`src/rtl/biu_icb_arbiter_pkg.sv`:
```
// Shared constants for the BIU ICB arbiter: master IDs and default outstanding depth.
package biu_icb_arbiter_pkg;

  localparam logic ID_ICACHE = 1'b0;
  localparam logic ID_DCACHE = 1'b1;

  localparam int OST_DEPTH_DEF = 4;

  // Pointers carry one extra wrap bit so full and empty can be told apart.
  function automatic int fifo_ptr_w(input int depth);
    return $clog2(depth) + 1;
  endfunction

endpackage

```
`src/rtl/biu_icb_arbiter_id_fifo.sv`:
```
// In-order 1-bit ID FIFO recording which master owns each outstanding memory transaction.
// Wrap-bit pointers; push is ignored when full and pop is ignored when empty.
module biu_id_fifo
  import biu_icb_arbiter_pkg::*;
#(
  parameter int DEPTH = OST_DEPTH_DEF
) (
  input  logic clk,
  input  logic rstn,
  input  logic push_i,
  input  logic din_i,
  input  logic pop_i,
  output logic full_o,
  output logic empty_o,
  output logic head_o
);

  localparam int AW = $clog2(DEPTH);
  localparam int PW = fifo_ptr_w(DEPTH);

  logic [PW-1:0]    wptr_q, wptr_d;
  logic [PW-1:0]    rptr_q, rptr_d;
  logic [DEPTH-1:0] mem_q;
  logic             do_push, do_pop;

  assign empty_o = (wptr_q == rptr_q);
  assign full_o  = (wptr_q[AW] != rptr_q[AW]) && (wptr_q[AW-1:0] == rptr_q[AW-1:0]);
  assign head_o  = mem_q[rptr_q[AW-1:0]];

  assign do_push = push_i && !full_o;
  assign do_pop  = pop_i && !empty_o;

  always_comb begin
    wptr_d = wptr_q;
    rptr_d = rptr_q;
    if (do_push) wptr_d = wptr_q + 1'b1;
    if (do_pop)  rptr_d = rptr_q + 1'b1;
  end

  always_ff @(posedge clk or negedge rstn) begin
    if (!rstn) begin
      wptr_q <= '0;
      rptr_q <= '0;
      mem_q  <= '0;
    end else begin
      wptr_q <= wptr_d;
      rptr_q <= rptr_d;
      if (do_push) mem_q[wptr_q[AW-1:0]] <= din_i;
    end
  end

endmodule

```
`src/rtl/biu_icb_arbiter.sv`:
```
// Two-master (I-cache / D-cache) ICB arbiter onto the BIU memory port, zero added latency.
// BIU_RR_ARB_EN selects round-robin arbitration; otherwise the D-cache has fixed priority.
module biu_icb_arbiter
  import biu_icb_arbiter_pkg::*;
#(
  parameter int ADW       = 64,
  parameter int DW        = 64,
  parameter int OST_DEPTH = OST_DEPTH_DEF
) (
  input  logic           clk,
  input  logic           rstn,

  input  logic           icache2icb_cmd_valid,
  output logic           icache2icb_cmd_ready,
  input  logic [ADW-1:0] icache2icb_cmd_addr,
  output logic           icache2icb_rsp_valid,
  output logic [DW-1:0]  icache2icb_rsp_rdata,
  output logic           icache2icb_rsp_err,

  input  logic           dcache2icb_cmd_valid,
  output logic           dcache2icb_cmd_ready,
  input  logic [ADW-1:0] dcache2icb_cmd_addr,
  input  logic           dcache2icb_cmd_read,
  input  logic [DW-1:0]  dcache2icb_cmd_wdata,
  input  logic [7:0]     dcache2icb_cmd_wmask,
  output logic           dcache2icb_rsp_valid,
  output logic [DW-1:0]  dcache2icb_rsp_rdata,
  output logic           dcache2icb_rsp_err,

  output logic           biu2mem_cmd_valid,
  input  logic           biu2mem_cmd_ready,
  output logic [ADW-1:0] biu2mem_cmd_addr,
  output logic           biu2mem_cmd_read,
  output logic [DW-1:0]  biu2mem_cmd_wdata,
  output logic [7:0]     biu2mem_cmd_wmask,
  input  logic           biu2mem_rsp_valid,
  output logic           biu2mem_rsp_ready,
  input  logic [DW-1:0]  biu2mem_rsp_rdata,
  input  logic           biu2mem_rsp_err
);

  logic fifo_full, fifo_empty, fifo_head;
  logic i_elig, d_elig, both_pick;
  logic grant_id;
  logic cmd_hs, rsp_hs;
  logic lock_q, lock_d;
  logic lock_id_q, lock_id_d;

`ifdef BIU_RR_ARB_EN
  logic rr_q, rr_d;

  always_comb begin
    rr_d = rr_q;
    if (cmd_hs) rr_d = ~grant_id;
  end

  always_ff @(posedge clk or negedge rstn) begin
    if (!rstn) rr_q <= ID_DCACHE;
    else       rr_q <= rr_d;
  end

  assign both_pick = rr_q;
`else
  assign both_pick = ID_DCACHE;
`endif

  assign i_elig = icache2icb_cmd_valid && !fifo_full;
  assign d_elig = dcache2icb_cmd_valid && !fifo_full;

  always_comb begin
    if (lock_q)               grant_id = lock_id_q;
    else if (i_elig && d_elig) grant_id = both_pick;
    else if (d_elig)          grant_id = ID_DCACHE;
    else                      grant_id = ID_ICACHE;
  end

  assign biu2mem_cmd_valid = ((grant_id == ID_DCACHE) ? dcache2icb_cmd_valid
                                                      : icache2icb_cmd_valid) && !fifo_full;
  assign cmd_hs = biu2mem_cmd_valid && biu2mem_cmd_ready;

  assign icache2icb_cmd_ready = (grant_id == ID_ICACHE) && biu2mem_cmd_ready && !fifo_full;
  assign dcache2icb_cmd_ready = (grant_id == ID_DCACHE) && biu2mem_cmd_ready && !fifo_full;

  // I-cache traffic is always a full read with no write payload.
  always_comb begin
    if (grant_id == ID_DCACHE) begin
      biu2mem_cmd_addr  = dcache2icb_cmd_addr;
      biu2mem_cmd_read  = dcache2icb_cmd_read;
      biu2mem_cmd_wdata = dcache2icb_cmd_wdata;
      biu2mem_cmd_wmask = dcache2icb_cmd_wmask;
    end else begin
      biu2mem_cmd_addr  = icache2icb_cmd_addr;
      biu2mem_cmd_read  = 1'b1;
      biu2mem_cmd_wdata = '0;
      biu2mem_cmd_wmask = '0;
    end
  end

  // Hold the grant while a presented command is stalled; a dropped valid also releases it.
  assign lock_d    = biu2mem_cmd_valid && !biu2mem_cmd_ready;
  assign lock_id_d = grant_id;

  always_ff @(posedge clk or negedge rstn) begin
    if (!rstn) begin
      lock_q    <= 1'b0;
      lock_id_q <= ID_ICACHE;
    end else begin
      lock_q    <= lock_d;
      lock_id_q <= lock_id_d;
    end
  end

  assign biu2mem_rsp_ready = 1'b1;
  assign rsp_hs = biu2mem_rsp_valid && !fifo_empty;

  assign icache2icb_rsp_valid = rsp_hs && (fifo_head == ID_ICACHE);
  assign dcache2icb_rsp_valid = rsp_hs && (fifo_head == ID_DCACHE);
  assign icache2icb_rsp_rdata = biu2mem_rsp_rdata;
  assign dcache2icb_rsp_rdata = biu2mem_rsp_rdata;
  assign icache2icb_rsp_err   = icache2icb_rsp_valid && biu2mem_rsp_err;
  assign dcache2icb_rsp_err   = dcache2icb_rsp_valid && biu2mem_rsp_err;

  biu_id_fifo #(
    .DEPTH (OST_DEPTH)
  ) u_id_fifo (
    .clk     (clk),
    .rstn    (rstn),
    .push_i  (cmd_hs),
    .din_i   (grant_id),
    .pop_i   (rsp_hs),
    .full_o  (fifo_full),
    .empty_o (fifo_empty),
    .head_o  (fifo_head)
  );

endmodule

```
`config.mk`:
```
export PLATFORM = sky130hd
export DESIGN_NAME = biu_icb_arbiter
export DESIGN_NICKNAME = d
export VERILOG_FILES = /design/src/rtl/biu_icb_arbiter_pkg.sv /design/src/rtl/biu_icb_arbiter_id_fifo.sv /design/src/rtl/biu_icb_arbiter.sv
export SDC_FILE = /design/constraint.sdc
export NUM_CORES = 1
export LEC_CHECK = 0
export CAP_MARGIN = 15
export CORE_AREA = 2 2 210 212
export CTS_CLUSTER_SIZE = 14
export DETAILED_ROUTE_END_ITERATION = 10
export DIE_AREA = 0 0 212 214
export GPL_TIMING_DRIVEN = 0
export PLACE_DENSITY = 0.38
export SYNTH_ARGS = -nofsm -noshare
export SYNTH_HDL_FRONTEND = slang
export SYNTH_SLANG_ARGS = --single-unit
```
`constraint.sdc`:
```
create_clock -name clk -period 3.5 [get_ports clk]
set_clock_uncertainty 0.1 [all_clocks]
set_input_delay 0.7 -clock clk [delete_from_list [all_inputs] [get_ports clk]]
set_output_delay 0.7 -clock clk [all_outputs]
set_load 0.02 [all_outputs]
```
==> qor.txt <==
Outcome - completed
Fillers - 4,788
Syn Nets - 619
Crit-path max cell delay - 410 ps
Cell area after layout - 8534 um2
Sw frac - 48.53%
Routed WL per cell - 13.14 um
Met2 WL post-DR - 10.34 mm
Placed Instances - 1,406
Library cells used by synthesis - 27
Layout cells sized above 1 - 26.91%
FMAX - 294.7 MHz
Antenna diode count - 0
Vias in the first global route - 4,177
Unrepaired setup endpoints after global routing - no
Placement Cell Area - 8543 um2
Synth area leader - buf_4
Clk sink count - 12
WP data required - 2700 ps
Top Metal Used - met4
Initial antenna violation count - 0
Routability cong. - 0.7045
Pin count of the biggest net entering global routing - 13
Average size of a mapped cell - 8.821 um2
Clk Latency, worst-skew pair - 230 ps
CTS max path bufs - 2
Area contributors post-synth - buf_4, mux2_2, and2_1
Slew margin rel. - 62.27%
Switching power - 2.100 mW
CTS Root Cell - clkbuf_16
Final ANT Viol Nets - 0
Final non-filler cell total - 1,410
CP arrival - 2590 ps
# Max-Cap Violations - 0
CTS buffer count - 3
Final min period - 3394 ps
Synth Instances - 342
Highest-delay cell along the critical path - clkdlybuf4s50_1
CP top delay family - buffers and inverters
WL met1 - 6.419 mm
Tcrit/Tclk final - 96.97%
Crit path kind - in -> out
Worst Setup End Kind - output pin
CP Max Fanout - 10
Sequential-to-total area share from yosys stat - 9.954%
Initial Util - 7.034%
Gate power share - 88.3%
Sequential share of power - 7.0%
Area Overhead vs Synth - 182.9%
Clock power share - 4.7%
Final net count - 1,104
H-tree depth - 1
Total GRT Usage - 7.443%
Max-slew violations - 0
Power Total - 4.328 mW
Peak VDD IR - 0.0001926 V
WL final - 18.53 mm
Least-Margin Pin Slew - 564.1 ps
Hold-fix buffers, CTS - 0
Flops & latches, synth - 12
TritonRoute pass-1 iters - 3
CP Buf/Inv Count - 5
P per Cell Area - 507.1 nW/um2
Global-route wire length before repair - 25.82 mm
Final-report hold violation count - 0
Mapped Area - 3017 um2
Initial DRC count - 59
Startpoint types - input pin
Die area - 45,370 um2
Num ports - 545
Detail Placement HPWL - 16.88 mm
Cell Chain, Critical Path - clkdlybuf4s50_1 -> nor2b_2 -> a22oi_4 -> inv_4 -> buf_12 -> buf_8 -> mux2_4 -> dlygate4sd2_1
Finish-stage setup viols - 0
DIE HEIGHT - 214 um
Routed vias - 3,963
Worst-path clk slew - 40 ps
Met3 WL - 1.731 mm
Core Area - 42,890 um2
Reg2reg start - u_id_fifo.rptr_q[0]
DRC viols - 0
Static Leak - 3.814 nW
CTS tree - done
Min-Delay Startpoint - u_id_fifo.mem_q[3]
Area fraction of the dominant cell type after synthesis - 32.10%
Yosys warning total - 0
Std cell rows - 76
Port-buffer cells - 479
Pint - 2.228 mW
DR vias/cell - 2.811
Die X - 212 um
Hold Path Class - reg -> reg
CP startpoint - dcache2icb_cmd_valid
GRT overflow - 0
-- registers in the layout, indices dropped and copies added, names as in the netlist --
| name | cells |
|---|---|
| lock_id_q | 1 |
| u_id_fifo.rptr_q | 3 |
| u_id_fifo.mem_q | 4 |
| u_id_fifo.wptr_q | 3 |
| lock_q | 1 |
-- final timing paths --
| path | slack, ps | depth (start not counted) | endpoint |
|---|---|---|---|
| max reg2reg | 1440 | 7 | u_id_fifo.mem_q[3] |
| max | 110 | 8 | biu2mem_cmd_addr[41] |
| max in group asynchronous | 2200 | 1 | u_id_fifo.rptr_q[0] |
| min | 420 | 1 | u_id_fifo.mem_q[3] |
| min reg2reg | 420 | 1 | u_id_fifo.mem_q[3] |
| min in group asynchronous | 730 | 1 | lock_q |
-- cells in the final DEF (no fill, tap or decap) --
master | synthesis | final
nor2b_1 | 3 | 2
and3_1 | 2 | 2
buf_4 | 129 | 134
clkbuf_2 | 0 | 4
buf_12 | 0 | 1
mux2_4 | 24 | 24
o22a_1 | 1 | 1
inv_4 | 0 | 1
clkbuf_4 | 0 | 2
a31oi_1 | 4 | 4
clkbuf_8 | 0 | 1
dlygate4sd2_1 | 0 | 134
a21boi_0 | 1 | 1
buf_6 | 4 | 1
nor2_1 | 3 | 3
a22oi_4 | 1 | 1
xnor2_1 | 6 | 4
mux2_2 | 43 | 43
buf_8 | 0 | 2
nand4_1 | 1 | 1
dlymetal6s2s_1 | 0 | 3
and2_1 | 74 | 74
dfrtp_1 | 12 | 12
clkdlybuf4s15_1 | 0 | 1
nor2b_2 | 0 | 1
mux4_2 | 1 | 1
clkbuf_1 | 8 | 1
inv_1 | 3 | 3
a41oi_1 | 3 | 3
clkdlybuf4s50_1 | 0 | 341
ha_1 | 5 | 5
clkbuf_16 | 0 | 3
nand3_2 | 1 | 1
conb_1 | 1 | 1
xor2_1 | 2 | 2
nand2b_1 | 2 | 2
xnor2_2 | 0 | 2
nand2_1 | 3 | 3
-- worst reg2reg max path: cells and delay by family, from the launching register on --
family,cells,cell delay (ps)
flip-flops,1,450
buffers and inverters,3,430
AO/OA/AOI/OAI,1,260
multiplexers,1,260
XOR/XNOR,1,220
AND/OR/NAND/NOR,1,220
-- per-layer routing --
| layer | track usage [%] | vias to the layer above |
|---|---|---|
| met4 | 0.6338 | 0 |
| met2 | 15.55 | 274 |
| met1 | 7.398 | 1743 |
| li1 | - | 1944 |
| met5 | 0 | - |
| met3 | 1.906 | 2 |
-- synth_stat cells, drive strengths merged --
master    n
buf     137
and2     74
mux2     67
dfrtp    12
clkbuf    8
xnor2     6
ha        5
a31oi     4
inv       4
a41oi     3
nand2     3
nor2      3
nor2b     3
and3      2
nand2b    2
xor2      2
a21boi    1
a22oi     1
conb      1
mux4      1
nand3     1
nand4     1
o22a      1
-- cell type report --
type | count | area [um2] | area share, %
Timing Repair Buffer | 480 | 4642 | 54.39
Inverter | 4 | 17.52 | 0.2052
Tap cell | 585 | 732.0 | 8.576
Multi-Input combinational cell | 181 | 1655 | 19.40
Buffer | 145 | 1112 | 13.03
Sequential cell | 12 | 300.3 | 3.519
Clock buffer | 3 | 75.07 | 0.8796
-- power by group through the flow --
| stage | logic, mW | clock network (mW) | registers, mW |
|---|---|---|---|
| after floorplan | 2.28 | 0 | 0.272 |
| final | 3.82 | 0.204 | 0.302 |
| after global routing | 4.10 | 0.225 | 0.314 |
| after global placement | 4.25 | 0 | 0.295 |
| after detailed placement | 4.21 | 0 | 0.295 |
| after CTS | 3.90 | 0.211 | 0.294 |
-- stage by stage --
step / utilization, % / setup TNS, ps / worst slack [ps] / hold slack, ps
finish: 19.90 / 0 / 106.2 / 420.4
global placement: 19.92 / -43130 / -628.8 / 420.5
floorplan: - / 0 / 958.3 / 304.4
detailed placement: 19.92 / -44290 / -648.6 / 406.1
global route: 19.90 / 0 / 1.526 / 451.8
CTS: 19.82 / 0 / 0.06062 / 433.5
-- cell families after synthesis --
group / Yosys count / share of synthesized area [%]
other cells: 1 / 0.1243
buf+inv: 149 / 35.75
flops: 12 / 9.954
xor+xnor: 8 / 2.323
mux: 68 / 28.74
fa+ha+maj: 5 / 2.074
compound gates: 10 / 2.945
simple gates: 89 / 18.08
-- repair_timing --
| action | 4_1_cts | 5_1_grt |
|---|---|---|
| endpoints found under the setup margin | 138 | 28 |
| resized for setup | 155 | 7 |
| pin swaps | 0 | 2 |
| buffers inserted | 0 | 1 |
No activity file was read; power rests on OpenSTA's default activity.
